**config.mk**
```make
export PLATFORM = sky130hd
export DESIGN_NAME = counter_step_decoder
export DESIGN_NICKNAME = d
export VERILOG_FILES = /design/src/rtl/counter_step_decoder.sv
export SDC_FILE = /design/constraint.sdc
export NUM_CORES = 1
export LEC_CHECK = 0
export CAP_MARGIN = 5
export CORE_AREA = 3 3 91 93
export CTS_CLUSTER_SIZE = 10
export DETAILED_ROUTE_END_ITERATION = 6
export DIE_AREA = 0 0 94 96
export SYNTH_ARGS = -nofsm -noshare
export SYNTH_HDL_FRONTEND = slang
export SYNTH_SLANG_ARGS = --single-unit
export TNS_END_PERCENT = 50
```
**constraint.sdc**
```tcl
create_clock -name clk -period 2.22 [get_ports clk]
set_input_delay 0.555 -clock clk [delete_from_list [all_inputs] [get_ports clk]]
set_output_delay 0.555 -clock clk [all_outputs]
set_load 0.1 [all_outputs]
```
**src/rtl/counter_step_decoder.sv**
```systemverilog
// Decodes the observed output of a 4-bit +3/-5/load counter into step classes.
// Keeps saturating per-class event counts and a same-direction run length.
module counter_step_decoder #(
  parameter int CNT_W = 8
) (
  input  logic             clk,
  input  logic             clear,
  input  logic             sample_valid,
  input  logic [3:0]       sample,
  input  logic             resync,
  output logic             dec_valid,
  output logic             is_up,
  output logic             is_down,
  output logic             is_load,
  output logic [3:0]       load_value,
  output logic [CNT_W-1:0] up_cnt,
  output logic [CNT_W-1:0] down_cnt,
  output logic [CNT_W-1:0] load_cnt,
  output logic [3:0]       run_len,
  output logic             dir_change,
  output logic             fsm_state
);

  // Handshake: a sample is consumed on every rising edge where sample_valid=1;
  // dec_valid is a one-cycle pulse with no backpressure.
  typedef enum logic {IDLE = 1'b0, TRACK = 1'b1} state_t;
  typedef enum logic [1:0] {DIR_NONE = 2'd0, DIR_UP = 2'd1, DIR_DOWN = 2'd2} dir_t;

  localparam logic [CNT_W-1:0] CNT_MAX = '1;
  localparam logic [CNT_W-1:0] CNT_ONE = {{(CNT_W-1){1'b0}}, 1'b1};

  state_t           state, state_n;
  dir_t             last_dir, last_dir_n;
  logic [3:0]       ref_val, ref_n;
  logic [3:0]       diff;
  logic             dec_valid_n, is_up_n, is_down_n, is_load_n, dir_change_n;
  logic [3:0]       load_value_n, run_len_n;
  logic [CNT_W-1:0] up_cnt_n, down_cnt_n, load_cnt_n;

  assign fsm_state = state;
  assign diff      = sample - ref_val;

  always_comb begin
    state_n      = state;
    ref_n        = ref_val;
    last_dir_n   = last_dir;
    dec_valid_n  = 1'b0;
    is_up_n      = 1'b0;
    is_down_n    = 1'b0;
    is_load_n    = 1'b0;
    dir_change_n = 1'b0;
    load_value_n = load_value;
    up_cnt_n     = up_cnt;
    down_cnt_n   = down_cnt;
    load_cnt_n   = load_cnt;
    run_len_n    = run_len;

    if (resync) begin
      // Re-acquire only; statistics survive a resync.
      if (sample_valid) begin
        ref_n   = sample;
        state_n = TRACK;
      end else begin
        state_n = IDLE;
      end
    end else if (sample_valid) begin
      ref_n = sample;
      case (state)
        IDLE: state_n = TRACK;
        TRACK: begin
          dec_valid_n = 1'b1;
          if (diff == 4'd3) begin
            is_up_n = 1'b1;
            if (up_cnt != CNT_MAX) up_cnt_n = up_cnt + CNT_ONE;
            if (last_dir == DIR_UP) begin
              if (run_len != 4'd15) run_len_n = run_len + 4'd1;
            end else begin
              run_len_n    = 4'd1;
              last_dir_n   = DIR_UP;
              dir_change_n = (last_dir == DIR_DOWN);
            end
          end else if (diff == 4'd11) begin
            is_down_n = 1'b1;
            if (down_cnt != CNT_MAX) down_cnt_n = down_cnt + CNT_ONE;
            if (last_dir == DIR_DOWN) begin
              if (run_len != 4'd15) run_len_n = run_len + 4'd1;
            end else begin
              run_len_n    = 4'd1;
              last_dir_n   = DIR_DOWN;
              dir_change_n = (last_dir == DIR_UP);
            end
          end else begin
            is_load_n    = 1'b1;
            load_value_n = sample;
            if (load_cnt != CNT_MAX) load_cnt_n = load_cnt + CNT_ONE;
            run_len_n    = 4'd0;
            last_dir_n   = DIR_NONE;
          end
        end
        default: state_n = IDLE;
      endcase
    end
  end

  always_ff @(posedge clk or posedge clear) begin
    if (clear) begin
      state      <= IDLE;
      ref_val    <= 4'd0;
      last_dir   <= DIR_NONE;
      dec_valid  <= 1'b0;
      is_up      <= 1'b0;
      is_down    <= 1'b0;
      is_load    <= 1'b0;
      dir_change <= 1'b0;
      load_value <= 4'd0;
      up_cnt     <= '0;
      down_cnt   <= '0;
      load_cnt   <= '0;
      run_len    <= 4'd0;
    end else begin
      state      <= state_n;
      ref_val    <= ref_n;
      last_dir   <= last_dir_n;
      dec_valid  <= dec_valid_n;
      is_up      <= is_up_n;
      is_down    <= is_down_n;
      is_load    <= is_load_n;
      dir_change <= dir_change_n;
      load_value <= load_value_n;
      up_cnt     <= up_cnt_n;
      down_cnt   <= down_cnt_n;
      load_cnt   <= load_cnt_n;
      run_len    <= run_len_n;
    end
  end

endmodule

```
Yosys cells after proc, flatten, opt, wreduce, memory -nomap -nowiden
Cells that the tools add are included.
{ "word_totals": {"ff_bits": 44, "input_bits": 8, "elab_cells": 74} }
{ "op_classes": {"add_sub_neg": 5, "n_eq_ne": 10, "muxes": 36, "bitwise_logic": 3, "n_reduce_logical": 7} }
{ "ops": {"columns": ["op", "count"], "rows": [
  ["2-to-1 mux 1 bit", 27],
  ["adder 8 x 1 -> 8 bit, second input constant", 3],
  ["!= test 8 bit, second input constant", 3],
  ["2-to-1 mux 4 bit", 5],
  ["AND reduction 5 bit", 3],
  ["AND reduction 6 bit", 2],
  ["2-to-1 mux 2 bit", 4],
  ["adder 4 x 1 -> 4 bit, second input constant", 1],
  ["equality test 4 x 2 -> 1 bit, second input constant", 1],
  ["equality test 4 bit, second input constant", 1],
  ["!= test 4 bit, second input constant", 1],
  ["subtractor 4 bit", 1],
  ["!= test 3 bit, second input constant", 1],
  ["NOT 1 bit", 3],
  ["AND reduction 3 bit", 1],
  ["equality test 2 x 1 -> 1 bit, second input constant", 1],
  ["equality test 2 bit, second input constant", 1],
  ["!= test 2 bit, second input constant", 1],
  ["nonzero test 2 bit", 1]
]} }

Logic depth before layout (Yosys ltp)
{ "depth": {"ltp_word": 7, "mapped_depth": 9, "ltp_nobuf": 9} }

Worst setup path before layout
No wires, ideal clock.
{ "synth_timing": {"path_type": "input to register", "from": "input sample[0]", "to": "register down_cnt[1]", "setup_time_ps": 126, "arrival_time_ps": 2511, "required_time_ps": 2094, "slack_ps": -417, "stages": 9, "n_path_buf": 0, "cell_sequence": "inv_1 ha_1 inv_1 fa_1 or2b_1 nor3_4 nand3_4 nor2b_2 mux2_2"} }
{ "synth_between": {"elab_chain_len": 4, "elab_cells_between_ends": 5} }
{ "synth_rtl": {"columns": ["item", "line", "source"], "rows": [
  ["start: declaration", "9", "input logic [3:0] sample,"],
  ["subtractor 4 bit (*)", "41", "assign diff = sample - ref_val;"],
  ["equality test 4 x 2 -> 1 bit", "72", "if (diff == 4'd3) begin"],
  ["NOT 1 bit (no source line)", null, null],
  ["AND reduction 6 bit (no source line) (*)", null, null],
  ["end signal: assignment", "131", "down_cnt <= down_cnt_n;"],
  ["end: declaration", "17", "output logic [CNT_W-1:0] down_cnt,"]
]} }
Every way passes the cells marked *; elsewhere a longest branch is shown, timed or not.
A chain may end at the register's enable or synchronous reset.

Worst setup path in the final report
{ "layout_timing": {"from": "register ref_val[0]", "to": "register down_cnt[7]"} }
{ "layout_between": {"elab_chain_len": 4, "elab_cells_between_ends": 5} }
{ "layout_rtl": {"columns": ["item", "line", "source"], "rows": [
  ["start: declaration", "34", "logic [3:0] ref_val, ref_n;"],
  ["start signal: assignment", "122", "ref_val <= ref_n;"],
  ["subtractor 4 bit (*)", "41", null],
  ["equality test 4 x 2 -> 1 bit", "72", null],
  ["NOT 1 bit (no source line)", null, null],
  ["AND reduction 6 bit (no source line) (*)", null, null]
]} }
Marks and branches as above.

==> run metrics <==
setup repair bufs after CTS=0; number of nets at the end of the flow=282; fraction of layout cells with a size suffix above 1=0.382; number of placed I/O pins=46; Vias per Instance=4.49; cell chain of the critical path=ha_4 > inv_2 > fa_1 > or2b_4 > nor3_4 > nand3_4 > buf_6 > nor3b_2 > xor2_1; reg2reg start=ref_val[0]; ranking of synthesized cells by area=dfrtp_1 49%, xor2_1 5.5%, mux2_2 4.6%; xor and xnor area share after synthesis=0.0978; Final Max Slew Viols=0; share of the clock period used by the worst path=1.03; post-place setup slack=-0.925 ns; overall die width=94 µm; highest-count cells in the layout ignoring fill and taps=54 x buf_4, 44 x dfrtp_1, 17 x nand2_1, 14 x xor2_1, 10 x nand4_1; register bit total from synthesis=44; register cell area after layout=1100 µm²; initial DRC count=63; TritonCTS buffer count=5; Final WS setup=-0.0689 ns; fraction of synthesized area in multiplexers=0.0500; synthesized-area fraction occupied by ao, oa, aoi and oai cells=0.101; result of the run=complete, but fails checks; arrival time at the worst endpoint=2.51 ns; clock latency of the later-clocked register in the worst-skew pair=0.29 ns; first-pass GRT wire length=7.68 mm; count of cell types in the netlist=46; Seq/Total Area, Yosys=0.494; cell count of the worst reg-to-reg path=9; starting density of the core=0.293; DPL Wire Length=3.41 mm; max-cap check violation count=0; H-tree level count=2; Worst Path Buf+Inv=2; Post-Synthesis Cell Area=2230 µm²; aggregate global-route resource usage=0.108; cell count of the worst hold path=2; number of filler instances in the final layout=759; synthesis-to-layout area growth=38.1%; Inserted Diodes=0; hold buffer count at cts=0; data required time at the worst endpoint=2.44 ns; GRT overflow=0; worst clock skew=0.00462 ns; total of buffers placed on input and output ports=45; RePlAce Congestion=0.770; clock tree sinks=44; vias post-DR=1658; Worst Hold Launch=last_dir[1]; standard cell with the maximum stage delay on the critical path=fa_1; leakage component of the power=1.49 nW; highest net fanout along the worst path=5; die outline height=96 µm; post-route DRC violation count=0; count of TritonRoute iterations in the first routing pass=4; Min-Delay Path Class=flop to flop; initial antenna violation count=0; flop-to-flop setup slack=-0.07 ns; Placed Cells=361; total power consumption of the routed design=0.00302 W; Synth Net Count=211; antenna violation net count after detailed routing=0; count of final hold-check violations=0; Max VDD drop=0.00105 V; Routed Wire Length=4.61 mm; vias in the first global route=1600; clock period minus worst slack=2.29 ns; Hold WS=0.492 ns; Routed WL per cell=12.5 µm; violated checks=setup timing; average footprint of a synthesized cell=11.4 µm²; maximum number of buffers from clock root to sink=2; CTS tree=done; endpoint class of the critical path=flop; ys flop type=dfrtp_1; unrepaired setup endpoints after global routing=yes; kind of start point of the critical path=flop; proportion of synthesized flip-flops having asynchronous set or reset=1.00; dominant combinational cell family by area after synthesis=simple AND/OR/NAND/NOR gates; Core Footprint=7610 µm²; crit-path leading delay family=simple AND/OR/NAND/NOR gates; cells after synthesis=195; most common cell after layout, fill and taps aside=buf_4; root buffer selected by CTS=clkbuf_8; Slew Limit Headroom=0.744; Post-synth EDFFs=0; adder and majority gate portion of the synthesized area=0.0483; Hold Crit Endpoint=last_dir[1]; simple-gate share of the synthesized area=0.185; final setup vio count=12; cell type with the largest total area after synthesis=dfrtp_1; final std cells w/o fill=369; Total Die Area=9020 µm²; Row Count=32; clock slew at the register clock pins of the worst setup and hold paths=0.08 ns; upper clock frequency limit=0.437 GHz; transition at the pin with the smallest max-transition slack=0.385 ns; slowest stage delay, CP=0.48 ns; largest net degree at the start of global routing=45; capturing point of the worst reg2reg path=down_cnt[7]; power per cell area=983 nW/µm²; multi-input gate area in the final layout=1150 µm²; Worst Path Class, Setup=flop to flop; count of synthesis-stage warnings from yosys=0; share of the synthesized area in the top cell type=0.494
sequential cells by signal, summed over array words and instances (netlist names):
| name | count |
|---|---|
| last_dir | 2 |
| is_down | 1 |
| load_value | 4 |
| run_len | 4 |
| down_cnt | 8 |
| load_cnt | 8 |
| ref_val | 4 |
| dir_change | 1 |
| is_load | 1 |
| is_up | 1 |
| fsm_state | 1 |
| up_cnt | 8 |
| dec_valid | 1 |
metrics by stage:
| step | TNS, ns | instance area (µm²) | util |
|---|---|---|---|
| global route | -3.05 | 3080 | 0.404 |
| finish | -0.430 | 3080 | 0.404 |
| detailed placement | -29.95 | 2910 | 0.383 |
| floorplan | -2.70 | 2270 | - |
| global placement | -29.42 | 2910 | 0.383 |
| CTS | -1.51 | 3060 | 0.402 |
layout make-up:
cell class | count | share of cell area
Inverter | 12 | 0.0187
Clock buffer | 6 | 0.0236
Sequential cell | 44 | 0.358
Multi-Input combinational cell | 138 | 0.373
Clock inverter | 2 | 0.0114
Timing Repair Buffer | 65 | 0.173
Tap cell | 102 | 0.0415
routing by layer:
layer / global-route usage / routed length, µm
met2: 0.166 / 2210
met3: 0.0297 / 220
met4: 0.0397 / 63
met5: 0 / 0
met1: 0.145 / 2110
cells by family after synthesis:
logic type	after synthesis
simple gates	68
flops	44
compound gates	28
xor+xnor	24
buf+inv	13
mux	10
fa+ha+maj	8
where the power goes:
| part | switching (W) | internal, W | leakage [nW] |
|---|---|---|---|
| clock network | 0.000269 | 0.000334 | 0.0552 |
| registers | 0.000139 | 0.000916 | 0.580 |
| logic | 0.00101 | 0.000352 | 0.854 |
| total | 0.00142 | 0.00160 | 1.49 |
Yosys cell counts (all sizes together), types with 2 or more instances:
library cell,n
dfrtp,44
nand3b,2
o21ai,9
a21o,3
a21oi,5
a211oi,2
nand2,17
nor3,6
nor2b,4
xnor2,9
a31oi,3
nand3,8
inv,11
mux2,9
ha,7
and3,5
nand4,10
nor2,9
xor2,15
worst max-delay path by stage:
stage               startpoint           to  slack (ns)  cells after the start
finish              ref_val[0]  down_cnt[7]       -0.07                      9
global route        ref_val[0]    up_cnt[5]       -0.22                      9
CTS                 ref_val[0]  down_cnt[7]       -0.15                      9
detailed placement   sample[0]    up_cnt[1]       -0.92                     10
global placement     sample[0]    up_cnt[1]       -0.92                     10
floorplan            sample[0]  down_cnt[1]       -0.28                      9
tightest hold or removal path, cell delays in order (launching register included):
cell and delay [ns]:
dfrtp_1 0.36, nand2_1 0.05, nand2_1 0.05
timing repair:
| action | 4_1_cts | 5_1_grt |
|---|---|---|
| setup endpoints to repair | 38 | 33 |
| gates resized for setup | 18 | 5 |
| pin swaps | 9 | 6 |
(Power assumes the default switching activity.)
